===== src/rtl/addr_capture_pkg.sv =====
// Shared types and sizing helpers for the serial address capture block.
package addr_capture_pkg;

    typedef enum logic [1:0] {
        IDLE,
        LOAD,
        SHIFT,
        DONE
    } cap_state_t;

    localparam int WIDTH_DEFAULT = 8;

    // Phase counter must reach 2*width, the value it holds once capture completes.
    function automatic int count_w_for(input int width);
        return $clog2(2 * width + 1);
    endfunction

endpackage


===== src/rtl/ser_capture_reg.sv =====
// MSB-first deserialiser for one external shift-register chain.
module ser_capture_reg #(
    parameter int WIDTH = 8
) (
    input  logic             clk,
    input  logic             reset,
    input  logic             sample_en,
    input  logic             serial_in,
    output logic [WIDTH-1:0] q
);

    always_ff @(posedge clk or posedge reset) begin
        if (reset) begin
            q <= '0;
        end else if (sample_en) begin
            q <= {q[WIDTH-2:0], serial_in};
        end
    end

endmodule


===== src/rtl/serial_address_capture.sv =====
// Sequencer for two 74HC165-style chains: load strobe, shift clock and word assembly.
module serial_address_capture
    import addr_capture_pkg::*;
#(
    parameter int WIDTH   = WIDTH_DEFAULT,
    parameter int COUNT_W = count_w_for(WIDTH)
) (
    input  logic                 clk,
    input  logic                 reset,
    input  logic                 adrin1,
    input  logic                 adrin2,
    output logic                 shld,
    output logic                 serclk,
    output logic [COUNT_W-1:0]   count,
    output logic                 done,
    output logic [2*WIDTH-1:0]   addr
);

    localparam logic [COUNT_W-1:0] LAST_SAMPLE = COUNT_W'(2 * WIDTH - 1);

    cap_state_t       state_reg;
    logic             sample_en;
    logic [1:0]       serial_bits;
    logic [WIDTH-1:0] chain_q [2];

    // Sampling happens on the edge that ends each odd count, while serclk is low
    // and the chain output has had a full clock to settle.
    assign sample_en   = (state_reg == SHIFT) && count[0];
    assign serial_bits = {adrin1, adrin2};

    always_ff @(posedge clk or posedge reset) begin
        if (reset) begin
            state_reg <= IDLE;
            shld      <= 1'b1;
            serclk    <= 1'b0;
            count     <= '0;
            done      <= 1'b0;
        end else begin
            case (state_reg)
                IDLE: begin
                    state_reg <= LOAD;
                    shld      <= 1'b0;
                    count     <= '0;
                end
                LOAD: begin
                    state_reg <= SHIFT;
                    shld      <= 1'b1;
                    serclk    <= 1'b0;
                    count     <= COUNT_W'(1);
                end
                SHIFT: begin
                    count <= count + COUNT_W'(1);
                    if (count == LAST_SAMPLE) begin
                        state_reg <= DONE;
                        done      <= 1'b1;
                        serclk    <= 1'b0;
                        shld      <= 1'b1;
                    end else begin
                        // Next count is even exactly when the current one is odd.
                        serclk <= count[0];
                    end
                end
                DONE: begin
                    state_reg <= DONE;
                end
                default: begin
                    state_reg <= IDLE;
                end
            endcase
        end
    end

    for (genvar gi = 0; gi < 2; gi++) begin : g_chain
        ser_capture_reg #(
            .WIDTH(WIDTH)
        ) u_chain (
            .clk      (clk),
            .reset    (reset),
            .sample_en(sample_en),
            .serial_in(serial_bits[gi]),
            .q        (chain_q[gi])
        );
    end

    assign addr = {chain_q[1], chain_q[0]};

endmodule


===== config.mk =====
export PLATFORM = sky130hd
export DESIGN_NAME = serial_address_capture
export DESIGN_NICKNAME = d
export VERILOG_FILES = /design/src/rtl/addr_capture_pkg.sv /design/src/rtl/ser_capture_reg.sv /design/src/rtl/serial_address_capture.sv
export SDC_FILE = /design/constraint.sdc
export NUM_CORES = 1
export LEC_CHECK = 0
export BUFFER_PORTS_ARGS = -buffer_cell sky130_fd_sc_hd__buf_2
export CAP_MARGIN = 20
export CORE_MARGIN = 5
export CORE_UTILIZATION = 46
export CTS_CLUSTER_DIAMETER = 60
export DETAILED_ROUTE_END_ITERATION = 10
export PLACE_DENSITY_LB_ADDON = 0.1
export SLEW_MARGIN = 20
export SYNTH_ARGS = -nofsm -noshare
export SYNTH_HDL_FRONTEND = slang
export SYNTH_SLANG_ARGS = --single-unit

===== constraint.sdc =====
create_clock -name clk -period 1.85 [get_ports clk]
set_input_delay 0.0925 -clock clk [delete_from_list [all_inputs] [get_ports clk]]
set_output_delay 0.0925 -clock clk [all_outputs]
set_load 0.005 [all_outputs]

# After elaboration in Yosys (flattened, before gate mapping)
# Cells that the tools add are included.
# word_totals
register_bits	26
out_inout_bits	24
# classes
n_addsub	1
eq_ne	5
n_mux	7
reduce_logical	6
# ops
operator	count
one-hot mux 5 bit (3 select lines)	1
one-hot mux 2 bit (4 select lines)	1
adder 5 x 1 -> 5 bit (second input constant)	1
== test 5 x 4 -> 1 bit (second input constant)	1
== test 2 bit (second input constant)	2
AND reduction 2 bit	2
one-hot mux 1 bit (3 select lines)	1
nonzero test 3 bit	1
== test 2 x 1 -> 1 bit (second input constant)	1
zero test 2 bit	1
2-to-1 mux 1 bit	2
2-to-1 mux 2 bit	1
!= test 2 x 1 -> 1 bit (second input constant)	1
one-hot mux 1 bit (2 select lines)	1
nonzero test 2 bit	1
logical AND 1 bit	1

# Depth between registers and ports, before layout
# Gate-level depths: netlist of the first run.
# depth
depth_word	3
ltp_mapped	6
depth_no_buf	6

# Hierarchy
# A second synthesis of the first run with hierarchy kept.
# unflattened
cells_unflattened	88
area_unflattened_um2	1204.9
# by_module_without_submodules
mod	n_inst	cells_per_inst	area_per_inst_um2	seq_area_each_um2
ser_capture_reg	2	18	335.3	200.2
serial_address_capture	1	52	534.3	251.5

# Worst setup path before layout of the first run
# Ideal clock, no wire load.
# synth_timing
kind	register -> register
startpoint	register count[0]
endpoint	register shld
t_arrival_ns	1.682
setup_slack_ns	0.085
stages_incl_launch_ff	7
path_buffers	0
synth_period_minus_slack_ns	1.765
path_cell_list	dfrtp_1 > ha_1 > and3_1 > ha_1 > or2b_1 > nand2b_1 > mux2_2
# synth_via
elab_chain_len	3
# synth_rtl
item	line_no	source
from (decl)	serial_address_capture.sv:14	output logic [COUNT_W-1:0] count,
from (signal assigned)	serial_address_capture.sv:52	count <= count + COUNT_W'(1);
== test 5 x 4 -> 1 bit	serial_address_capture.sv:53	if (count == LAST_SAMPLE) begin
!= test 2 x 1 -> 1 bit (no source line)	--	
AND reduction 2 bit (no source line)	--	
to (signal assigned)	serial_address_capture.sv:42	shld <= 1'b0;
to (signal assigned)	serial_address_capture.sv:47	shld <= 1'b1;
to (signal assigned)	serial_address_capture.sv:57	shld <= 1'b1;
to (decl)	serial_address_capture.sv:12	output logic shld,
# Every way passes these cells.
# A chain may end at the register's enable or synchronous reset.

# Final worst setup path of the first run
# layout_timing
startpoint	register count[1]
endpoint	register shld
# Same word-level chain as after synthesis.

==> results.py, run 1 <==
metrics = {
    "cts": {
        "htreeDepth": 1,
        "postCtsResizedCells": 0,
        "clockBufferDepth": 2,
        "insertion_delay_ns": 0.31,
        "cts_tree": "yes",
        "cts.sinks": 26,
        "clk_pin_slew_ns": 0.14,
        "cts_buffers": 3,
        "clockRootBuffer": "clkbuf_4",
    },
    "place": {
        "place_congestion": 0.7913,
        "dp_hpwl_mm": 1.423,
        "place_area_mm2": 0.001310,
        "port_buffers": 27,
        "place_inst": 142,
    },
    "global_routing": {
        "grt_pass1_vias": 760,
        "grt_overflow": 0,
        "grt_pass1_wl_mm": 3.436,
        "antenna_found_initial": 0,
        "grt_max_degree": 27,
        "track_usage_pct": 12.83,
    },
    "route": {
        "ant_nets": 0,
        "drt_wl_total_mm": 1.922,
        "first_pass_iters": 3,
        "wl_per_cell_um": 12.90,
        "drc_errors": 0,
        "vias": 739,
        "via_per_inst": 4.960,
        "dr.first_iter.drc_count": 11,
    },
    "min_path": {
        "hold_class": "primary input to async pin",
    },
    "synthesis": {
        "yosys.cell_types.count": 23,
        "ys_ff_latch": 26,
        "synthFlopType": "dfrtp_1",
        "synth.cell_area_mm2": 0.001117,
        "syn_inst": 84,
        "ys.warnings.count": 0,
        "seq_area_frac_synth_pct": 58.34,
        "synth-edff-count": 0,
        "ys_async_sr_fraction_pct": 100.0,
        "syn-num-nets": 94,
        "syn_avg_cell_area_um2": 13.30,
    },
    "worst_setup_path": {
        "arrival_ns": 1.98,
        "r2r_end": "shld$_DFFE_PP1P_",
        "critPathKind": "flip-flop to flip-flop",
        "endpoint_kind": "flip-flop",
        "r2r_start": "count[1]$_DFFE_PP0P_",
        "crit_family": "simple AND/OR/NAND/NOR gates",
        "path_common_cell": "ha_1",
        "cp_max_fo": 4,
        "startpoint_type": "flip-flop",
        "crit_buf_inv": 0,
        "required_ns": 2.11,
        "r2r_cells": 6,
        "reg2reg_slack_ns": 0.13,
        "slowest_stage": "dfrtp_1",
        "cpPeakStageDelay_ns": 0.43,
        "crit_path_cell_trace": "ha_1, and3_1, ha_1, or2b_1, nand2b_1, mux2_2",
    },
    "floorplan": {
        "start_util_pct": 49.09,
        "core-area_mm2": 0.002276,
        "die_h_um": 59.29,
        "io_pins": 28,
        "rows": 17,
        "die_area_mm2": 0.003515,
        "die_width_um": 59.29,
    },
    "timing": {
        "post-route-period-util_pct": 93.16,
        "timing_worst_slew_pin_value_ns": 0.3927,
        "final_max_slew_viol_count": 0,
        "skew_ns": 0.005753,
        "fmax_ghz": 0.5802,
        "period_needed_ns": 1.724,
        "slew_headroom_pct": 73.73,
        "finalSetupTns_ns": 0,
        "rsz0062_at_grt": "false",
        "hold_violations": 0,
        "setup_viol": 0,
    },
    "layout": {
        "diodes": 0,
        "fin_area_mm2": 0.001393,
        "final_util_pct": 61.19,
        "stdcell_count": 149,
        "final_cell_mix": "27 x buf_2, 25 x dfrtp_1, 18 x mux2_2",
        "syn_to_final_growth_pct": 24.64,
        "finalNetCount": 132,
        "final_common_cell": "buf_2",
        "drive_gt1_share_pct": 47.11,
        "largest_reg_flops": 16,
    },
    "power_and_ir_drop": {
        "irDropWorstVdd_mv": 0.5767,
        "p_total_mw": 1.034,
        "power.density_mw_per_mm2": 742.4,
        "p_leak_nw": 0.7010,
    },
    "flow_run": {
        "max-cap-violations": 0,
    },
    "status": {
        "status": "finished clean",
    },
}
==> what timing repair did <==
action                    in CTS  in global routing
buffers inserted               0                  0
hold buffers                   3                  0
hold endpoints to repair      27                  0
==> layout make-up <==
class	instances	area, um^2
inverter	4	15.01
clock inverter	1	30.03
sequential	26	651.9
multi-input combinational	52	435.4
fill	188	883.3
timing repair buffer	35	202.7
tap	28	35.03
clock buffer	3	22.52
==> cells by family (layout without fill, tap and decap cells) <==
family	Yosys count	count (layout)	synth area share (%)
multiplexers	18	18	18.14
flip-flops	26	26	58.34
buffers and inverters	6	43	2.687
AND/OR/NAND/NOR	19	19	9.184
AO/OA/AOI/OAI	9	9	4.927
adder cells (fa/ha/maj)	6	6	6.719
==> through the flow <==
step | hold slack, ns | setup slack, ns
finish | 0.3468 | 0.1265
global placement | 0.1560 | 0.1649
detailed placement | 0.1611 | 0.1551
floorplan | 0.1318 | 0.08537
CTS | 0.3394 | 0.1233
global route | 0.3577 | 0.04544
==> cell usage after synthesis (all sizes together), types with 2 or more instances <==
| cell type | count | share of area, % |
|---|---|---|
| nor2 | 3 | 1.0 |
| a21oi | 2 | 0.90 |
| a21o | 2 | 1.3 |
| inv | 4 | 1.3 |
| o21ai | 3 | 1.3 |
| nand2 | 6 | 2.5 |
| dfrtp | 25 | 56 |
| mux2 | 18 | 18 |
| ha | 6 | 6.7 |
| nand3 | 3 | 1.3 |
==> metal layers <==
layer / share of wire [%] / global-route usage (%)
met1: 46 / 17.77
met2: 46 / 19.50
met3: 6.5 / 2.832
met4: 0.73 / 4.854
met5: 0 / 0
==> worst max-delay path by stage <==
stage / start / to / slack, ns / cells past startpoint
final: count[1]$_DFFE_PP0P_ / shld$_DFFE_PP1P_ / 0.13 / 6
after global routing: count[1]$_DFFE_PP0P_ / shld$_DFFE_PP1P_ / 0.05 / 6
after CTS: count[1]$_DFFE_PP0P_ / shld$_DFFE_PP1P_ / 0.12 / 6
after detailed placement: count[1]$_DFFE_PP0P_ / shld$_DFFE_PP1P_ / 0.16 / 6
after global placement: count[1]$_DFFE_PP0P_ / shld$_DFFE_PP1P_ / 0.16 / 6
after floorplan: count[0]$_DFFE_PP0P_ / shld$_DFFE_PP1P_ / 0.09 / 6
==> worst reg2reg max path, stage by stage (launching register included) <==
cell      delay (ns)
dfrtp_1         0.43
ha_1            0.21
and3_1          0.18
ha_1            0.20
or2b_1          0.25
nand2b_1        0.08
mux2_2          0.32
==> power by group <==
part | switching [mW] | total (mW) | internal, mW | leakage [nW]
logic | 0.0245 | 0.0564 | 0.0319 | 0.371
registers | 0.0106 | 0.597 | 0.586 | 0.302
clock network | 0.162 | 0.381 | 0.219 | 0.0279
No activity file was read; power rests on OpenSTA's default activity.
==> run 2, diff against run 1 <==
- BUFFER_PORTS_ARGS: -buffer_cell sky130_fd_sc_hd__buf_2 -> not set
- CORE_UTILIZATION: 46 -> 54
- DONT_BUFFER_PORTS: not set -> 1
==> results.py, run 2 (synthesis results as in run 1) <==
metrics = {
    "status": {
        "status": "finished clean",
    },
    "worst_setup_path": {
        "r2r_start": "count[0]$_DFFE_PP0P_",
        "cp-endpoint": "shld$_DFFE_PP1P_",
        "r2r_cells": 6,
        "startpoint_type": "flip-flop",
        "critPathKind": "flip-flop to flip-flop",
        "cp_max_fo": 3,
        "arrival_ns": 1.98,
        "crit_start": "count[0]$_DFFE_PP0P_",
        "endpoint_kind": "flip-flop",
        "required_ns": 2.11,
        "reg2reg_slack_ns": 0.13,
        "r2r_end": "shld$_DFFE_PP1P_",
    },
    "cts": {
        "clockRootBuffer": "clkbuf_4",
        "insertion_delay_ns": 0.32,
        "cts_tree": "yes",
        "htreeDepth": 1,
        "cts.sinks": 26,
        "clockBufferDepth": 2,
        "postCtsResizedCells": 0,
        "clk_pin_slew_ns": 0.14,
        "cts_buffers": 3,
    },
    "layout": {
        "diodes": 0,
        "ff_latch_area_um2": 651.9,
        "finalNetCount": 105,
        "multiInputGateArea_um2": 435.4,
        "largest_reg_flops": 16,
        "final_cell_mix": "25 x dfrtp_1, 18 x mux2_2, 6 x ha_1",
        "syn_to_final_growth_pct": 12.43,
        "drive_gt1_share_pct": 31.91,
        "fillerInstances": 162,
        "final_common_cell": "dfrtp_1",
    },
    "place": {
        "dp_hpwl_mm": 1.315,
        "port_buffers": 0,
        "place_congestion": 0.6900,
    },
    "timing": {
        "skew_ns": 0.006519,
        "slew_headroom_pct": 56.32,
        "final_max_slew_viol_count": 0,
        "timing_worst_slew_pin_value_ns": 0.6544,
        "rsz0062_at_grt": "false",
        "period_needed_ns": 1.720,
        "hold_slack_ns": 0.2834,
        "setup_viol": 0,
        "finalSetupTns_ns": 0,
        "hold_violations": 0,
        "post-route-period-util_pct": 92.98,
        "fmax_ghz": 0.5813,
    },
    "global_routing": {
        "grt_overflow": 0,
        "grt_pass1_wl_mm": 3.056,
        "grt_pass1_vias": 662,
        "antenna_found_initial": 0,
        "grt_max_degree": 19,
        "track_usage_pct": 12.29,
    },
    "floorplan": {
        "die_width_um": 55.49,
        "die_h_um": 55.49,
        "io_pins": 28,
        "rows": 16,
        "core-area_mm2": 0.001962,
        "start_util_pct": 56.95,
        "die_area_mm2": 0.003079,
    },
    "route": {
        "via_per_inst": 5.455,
        "ant_nets": 0,
        "drc_errors": 0,
        "vias": 660,
        "drt_wl_total_mm": 1.811,
        "dr.first_iter.drc_count": 22,
        "first_pass_iters": 3,
        "wl_per_cell_um": 14.97,
    },
    "power_and_ir_drop": {
        "p_total_mw": 1.019,
        "p_leak_nw": 0.5927,
        "power.density_mw_per_mm2": 810.9,
        "irDropWorstVdd_mv": 0.7438,
    },
    "flow_run": {
        "max-cap-violations": 0,
    },
    "min_path": {
        "hold_class": "primary input to async pin",
    },
}
-- run 2: critical path, cell delays in order, from the launching register on --
cell and delay (ns):
dfrtp_1 0.41, ha_1 0.22, and3_1 0.19, ha_1 0.20, or2b_1 0.24, nand2b_1 0.08
mux2_2 0.32
-- run 2: what timing repair did --
| action | CTS | global route |
|---|---|---|
| hold buffers | 3 | 0 |
| setup buffers | 0 | 1 |
| hold endpoints to repair | 18 | 0 |
| endpoints found under the setup margin | 0 | 1 |
-- run 2: stage by stage --
stage / setup WS [ns] / area, um^2 / utilization, % / instances
final: 0.1298 / 1256 / 64.03 / 121
after global routing: 0.05027 / 1256 / 64.03 / 121
after detailed placement: 0.1029 / 1166 / 59.44 / 113
after CTS: 0.07217 / 1249 / 63.65 / 120
after floorplan: 0.08537 / 1117 / - / 84
after global placement: 0.1292 / 1166 / 59.44 / 113
-- run 2: where the power goes --
part	total (mW)	switching [mW]	internal, mW
clock network	0.383	0.164	0.219
logic	0.0330	0.0148	0.0182
registers	0.603	0.0163	0.586
total	1.02	0.195	0.823
-- run 2: worst min path at each step --
stage	cells past startpoint	end	slack [ns]	startpoint
2_1_floorplan	1	count[0]$_DFFE_PP0P_	0.13	reset
3_3_place_gp	1	g_chain[1].u_chain.q[2]$_DFFE_PP0P_	0.10	reset
3_5_place_dp	1	g_chain[1].u_chain.q[0]$_DFFE_PP0P_	0.12	reset
4_1_cts	2	g_chain[1].u_chain.q[2]$_DFFE_PP0P_	0.30	reset
5_1_grt	2	g_chain[1].u_chain.q[4]$_DFFE_PP0P_	0.34	reset
6_report	2	g_chain[1].u_chain.q[4]$_DFFE_PP0P_	0.28	reset
-- run 2: metal layers --
layer	GRT usage, %	vias to the layer above	part of all wire [%]
li1	-	311	-
met1	15.22	326	44
met2	19.43	21	47
met3	4.895	2	9.4
met4	4.167	0	0.28
met5	0	-	0
-- run 2: area by class of cell --
class                      count  share of cell area [%]
clock buffer                   3                   1.793
clock inverter                 1                   2.390
inverter                       4                   1.195
multi-input combinational     52                   34.66
sequential                    26                   51.89
tap                           27                   2.689
timing repair buffer           8                   5.379
